**config.mk**
```make
export PLATFORM = sky130hd
export DESIGN_NAME = jt89_tone_src
export DESIGN_NICKNAME = d
export VERILOG_FILES = /design/src/rtl/jt89_pkg.sv /design/src/rtl/jt89_atten_lut.sv /design/src/rtl/jt89_tone_src.sv
export SDC_FILE = /design/constraint.sdc
export NUM_CORES = 1
export LEC_CHECK = 0
export CAP_MARGIN = 20
export CELL_PAD_IN_SITES_DETAIL_PLACEMENT = 0
export CELL_PAD_IN_SITES_GLOBAL_PLACEMENT = 1
export CORE_ASPECT_RATIO = 1.4
export CORE_MARGIN = 5
export CORE_UTILIZATION = 41
export CTS_CLUSTER_SIZE = 8
export DETAILED_ROUTE_END_ITERATION = 8
export PLACE_DENSITY = 0.84
export SLEW_MARGIN = 40
export SYNTH_ARGS = -nofsm -noshare
export SYNTH_HDL_FRONTEND = slang
export SYNTH_SLANG_ARGS = --single-unit
```
**constraint.sdc**
```tcl
create_clock -name clk -period 2.7 [get_ports clk]
set_clock_uncertainty 0.2 [all_clocks]
set_input_delay 0.405 -clock clk [delete_from_list [all_inputs] [get_ports clk]]
set_output_delay 0.405 -clock clk [all_outputs]
set_load 0.02 [all_outputs]
```
**src/rtl/jt89_pkg.sv**
```systemverilog
// Shared constants for the PSG tone and noise channels: field widths,
// attenuation magnitudes and the square-wave polarity encoding.
package jt89_pkg;

  localparam int unsigned PERIOD_W = 10;
  localparam int unsigned ATTEN_W  = 4;
  localparam int unsigned LUT_W    = 8;
  localparam int unsigned BASE_BW  = 9;

  // 2 dB per step magnitudes at the 9-bit base width; index 15 is silence
  localparam logic [LUT_W-1:0] ATTEN_LUT [16] = '{
    8'd255, 8'd203, 8'd161, 8'd128, 8'd102, 8'd81, 8'd64, 8'd51,
    8'd40,  8'd32,  8'd26,  8'd20,  8'd16,  8'd13, 8'd10, 8'd0
  };

  typedef enum logic {
    POL_LO = 1'b0,
    POL_HI = 1'b1
  } pol_e;

endpackage

```
**src/rtl/jt89_atten_lut.sv**
```systemverilog
// Attenuation index to unsigned output magnitude, scaled to the sample width.
// Purely combinational; the tone and noise channels each register the result.
module jt89_atten_lut
  import jt89_pkg::*;
#(
  parameter int unsigned bw = 9
) (
  input  logic [ATTEN_W-1:0] atten_i,
  output logic [bw-1:0]      mag_c_o
);

  localparam int unsigned SHIFT = bw - BASE_BW;

  // Largest entry is 255 << SHIFT, which always fits in bw-1 bits
  always_comb begin
    mag_c_o = bw'(ATTEN_LUT[atten_i]) << SHIFT;
  end

endmodule

```
**src/rtl/jt89_tone_src.sv**
```systemverilog
// SN76489-style square-wave tone channel: half-period down-counter driving a
// polarity FSM, followed by a two-stage signed amplitude path for the mixer.
module jt89_tone_src
  import jt89_pkg::*;
#(
  parameter int unsigned bw = 9
) (
  input  logic                clk,
  input  logic                rst_n,
  input  logic                clk_en,
  input  logic                cen_16,
  input  logic [PERIOD_W-1:0] period,
  input  logic [ATTEN_W-1:0]  atten,
  input  logic                restart,
  output logic [bw-1:0]       ch,
  output logic                flip
);

  localparam logic [PERIOD_W-1:0] DC_LIMIT = PERIOD_W'(2);
  localparam logic [PERIOD_W-1:0] ONE      = PERIOD_W'(1);

  pol_e                pol_q, pol_d;
  logic [PERIOD_W-1:0] cnt_q, cnt_d;
  logic                flip_q, flip_d;
  logic [bw-1:0]       amp_q, amp_d;
  logic [bw-1:0]       ch_q, ch_d;
  logic [bw-1:0]       lut_mag;
  logic                tick;
  logic                dc_mode;

  jt89_atten_lut #(
    .bw(bw)
  ) u_atten_lut (
    .atten_i (atten),
    .mag_c_o (lut_mag)
  );

  assign tick    = clk_en & cen_16;
  assign dc_mode = (period < DC_LIMIT);

  always_ff @(posedge clk or negedge rst_n) begin
    if (!rst_n) begin
      pol_q  <= POL_HI;
      cnt_q  <= '0;
      flip_q <= 1'b0;
      amp_q  <= '0;
      ch_q   <= '0;
    end else begin
      pol_q  <= pol_d;
      cnt_q  <= cnt_d;
      flip_q <= flip_d;
      amp_q  <= amp_d;
      ch_q   <= ch_d;
    end
  end

  // Counter/polarity FSM and amplitude pipeline; everything holds when clk_en=0
  always_comb begin
    pol_d  = pol_q;
    cnt_d  = cnt_q;
    flip_d = flip_q;
    amp_d  = amp_q;
    ch_d   = ch_q;
    if (clk_en) begin
      flip_d = 1'b0;
      amp_d  = lut_mag;
      ch_d   = (pol_q == POL_HI) ? amp_q : -amp_q;
      if (restart) begin
        cnt_d = period;
        pol_d = POL_HI;
      end else if (dc_mode) begin
        // Sample-playback mode: output pinned high, count frozen
        pol_d = POL_HI;
      end else if (tick) begin
        if (cnt_q <= ONE) begin
          cnt_d  = period;
          flip_d = 1'b1;
          case (pol_q)
            POL_HI:  pol_d = POL_LO;
            default: pol_d = POL_HI;
          endcase
        end else begin
          cnt_d = cnt_q - ONE;
        end
      end
    end
  end

  assign ch   = ch_q;
  assign flip = flip_q;

endmodule
```
==> flow_summary_export.csv <==
group,metric,value,unit
setup_path,crit_family,"flip-flops",
power,power_frac_comb,31.4,%
route,ant_nets,0,
power,seqPwrFrac,43.0,%
clocking,clk_path_buf_depth,2,
logic_synthesis,syn_inst,203,
setup_path,ff2ff_setup_slack,0.57,ns
route,drt_wl_total,4.21,mm
die,rows,29,
logic_synthesis,synth_fp_nets,229,
job,cap_violations,0,
timing,rsz0062_at_grt,"false",
power,p_per_area,609,mW/mm²
timing,min_period,2.13,ns
global_route,grt_pass1_wl,7.01,mm
setup_path,cp_slowest_cell,"dfrtp_1",
logic_synthesis,syn_area,0.00186,mm²
logic_synthesis,yosysWarnings,0,
setup_path,crit_buf_inv,2,
hold_path,hold_class,"primary input to asynchronous set/reset pin",
die,ios,29,
global_route,grt_overflow,0,
logic_synthesis,yosysSeqAreaShare,39.1,%
logic_synthesis,synthArstFlopShare,100,%
die,core-area,0.00446,mm²
power,p_sw,0.493,mW
clocking,cts-root-buf,"clkbuf_8",
setup_path,worst-setup-path-type,"register to register",
place,dp_hpwl,3.12,mm
setup_path,ff2ff_path_depth,7,
setup_path,cp-end-kind,"register",
clocking,cts.sink_count,29,
clocking,cts_tree,"done",
place,dpl_worst_slack,0.327,ns
logic_synthesis,synth_top_area_cell,"dfrtp_1",
route,via_count,1613,
route,drc,0,
clocking,numCtsBuffers,5,
power,p_leak,0.909,nW
logic_synthesis,synth_flop_cell,"dfrtp_1",
route,wire_per_inst,14.2,µm
timing,setup_ws,0.574,ns
timing,tns,0,ns
power,p_clk_share,25.6,%
clocking,post_cts_resized,0,
timing,timing.final.crit_share,78.7,%
route,first_pass_iters,4,
die,die_w,66.9,µm
place,gp_congestion,0.758,
route,routed_via_density,5.45,
clocking,htree_levels,2,
clocking,cts_hold_buffers,0,
timing,finalMaxSlewViolations,0,
setup_path,r2r_end,"cnt_q[3]$_DFFE_PN0P_",
power,intPower,0.903,mW
global_route,grt_start_max_net_pins,35,
die,fp.dieH,89.7,µm
clocking,clkLatencyLatePin,0.28,ns
timing,setup_viol,0,
die,die_area,0.00600,mm²
run_status,outcome,"completed",
logic_synthesis,ys_ff_latch,29,
setup_path,worst_ep_arrival_time,2.09,ns
cells_and_area,area_growth,23.2,%
clocking,clk_pin_slew_worst_paths,0.07,ns
setup_path,critical_path.max_fanout,8,
timing,max_freq,0.470,GHz
global_route,grt_use_total,14.9,%
timing,slew_headroom,52.6,%
global_route,antenna_found_initial,0,
logic_synthesis,synth_top_area_share,37.7,%
setup_path,r2r_start,"cnt_q[0]$_DFFE_PN0P_",
route,drt_iter0_drc,77,
place,port_buffers,28,
cells_and_area,n_antenna_cell,0,
cells_and_area,fin_util,51.4,%
timing,worstMarginPinSlew,0.705,ns
die,start_util,41.7,%
logic_synthesis,synth_edf_count,0,
logic_synthesis,netlist_top_cells_area,"dfrtp_1, nor2_1, ha_1",
setup_path,crit_chain,"inv_1 > ha_1 > or2_2 > a41oi_2 > buf_4 > mux2i_1 > o2bb2ai_1",
setup_path,start_kind,"register",
cells_and_area,finalNetCount,259,
global_route,first_global_vias,1552,
clocking,post_cts_buffers,0,
setup_path,max_stage_delay,0.41,ns
setup_path,cp.required,2.67,ns
logic_synthesis,yosys.cell_types.count,53,
power,peakVddDrop,0.321,mV
logic_synthesis,avgSynthCellArea,9.17,µm²
cells_and_area,drive_gt1_share,14.5,%
power,netSwitchingFraction,35.3,%
timing,finalHoldViolCount,0,
[synth_stat cells (2+ instances only)]
cell type / number
a21oi_1: 16
a31o_2: 2
nand3_1: 3
nor3_2: 3
xnor2_1: 6
inv_1: 13
dfrtp_1: 28
or3_1: 2
mux2_2: 5
nand2_1: 9
clkbuf_1: 6
nor3_1: 10
nor2_1: 24
a31oi_1: 5
o21ai_0: 10
o21ai_1: 5
nor4_2: 2
nand2b_1: 2
o22ai_1: 2
ha_1: 7
o2bb2ai_1: 2
a311oi_1: 2
mux2i_1: 2
nor4_1: 2
nand4b_1: 2
a2bb2oi_1: 2
nand4_1: 2
nor2b_1: 2
o211ai_1: 3
[sequential cells by signal, indices dropped and copies added (netlist names)]
register / flops
amp_q: 8
cnt_q: 10
pol_q: 1
flip: 1
ch: 9
[power groups by stage]
stage	clock network [mW]	registers [mW]	logic (mW)
CTS	0.363	0.602	0.443
global route	0.386	0.614	0.484
global placement	0	0.608	0.439
detailed placement	0	0.610	0.441
finish	0.358	0.600	0.438
floorplan	0	0.622	0.259
[cells by family (layout without fill, tap and decap cells)]
kind of cell	Yosys count	count (layout)	share of synthesized area [%]
AO/OA/AOI/OAI	62	62	22.8
XOR/XNOR	6	6	2.82
adder cells (fa/ha/maj)	7	7	4.71
buffers and inverters	23	54	5.31
flip-flops	29	29	39.1
multiplexers	7	7	4.10
AND/OR/NAND/NOR	69	69	21.2
[routing by layer]
metal,up-vias,GRT usage (%),part of all wire (%)
li1,806,-,-
met4,0,6.26,2.5
met3,10,3.62,4.9
met5,-,0,0
met2,48,25.3,49
met1,749,17.4,43
[cell usage in the layout (no fill, tap or decap), types with 3 or more instances in the layout]
master,netlist,layout
nor2_1,24,24
a21oi_1,16,16
buf_4,1,5
clkdlybuf4s50_1,0,28
o21ai_1,5,5
nand3_1,3,3
o211ai_1,3,3
a31oi_1,5,5
nor3_2,3,3
nor3_1,10,10
nand2_1,9,9
xnor2_1,6,6
o21ai_0,10,10
dfrtp_1,28,28
ha_1,7,7
clkbuf_8,0,5
inv_1,13,13
mux2_2,5,5
[final cells by class]
class | count | area, µm²
Timing Repair Buffer | 33 | 318
Clock buffer | 5 | 68.8
Clock inverter | 3 | 17.5
Multi-Input combinational cell | 151 | 1030
Fill cell | 471 | 2170
Sequential cell | 29 | 727
Tap cell | 62 | 77.6
Inverter | 13 | 48.8
[metrics by stage]
stage          total power, mW  cell area (µm²)  hold slack, ns  instances
5_1_grt                   1.48             2290           0.327        296
6_report                  1.40             2290           0.305        296
2_1_floorplan            0.881             1860         -0.0906        203
3_3_place_gp              1.05             2210           0.292        288
4_1_cts                   1.41             2290           0.310        296
3_5_place_dp              1.05             2210           0.296        288
[worst max path at each step]
stage                         startpoint              endpoint  slack (ns)  depth (start not counted)
floorplan           cnt_q[0]$_DFFE_PN0P_  cnt_q[9]$_DFFE_PN0P_        0.77                          7
global placement                atten[1]  amp_q[4]$_DFFE_PN0P_        0.35                          7
detailed placement              atten[0]  amp_q[4]$_DFFE_PN0P_        0.33                          7
CTS                 cnt_q[0]$_DFFE_PN0P_  cnt_q[3]$_DFFE_PN0P_        0.58                          7
global route        cnt_q[0]$_DFFE_PN0P_  cnt_q[3]$_DFFE_PN0P_        0.50                          7
finish              cnt_q[0]$_DFFE_PN0P_  cnt_q[3]$_DFFE_PN0P_        0.57                          7
No activity file was read; power rests on OpenSTA's default activity.
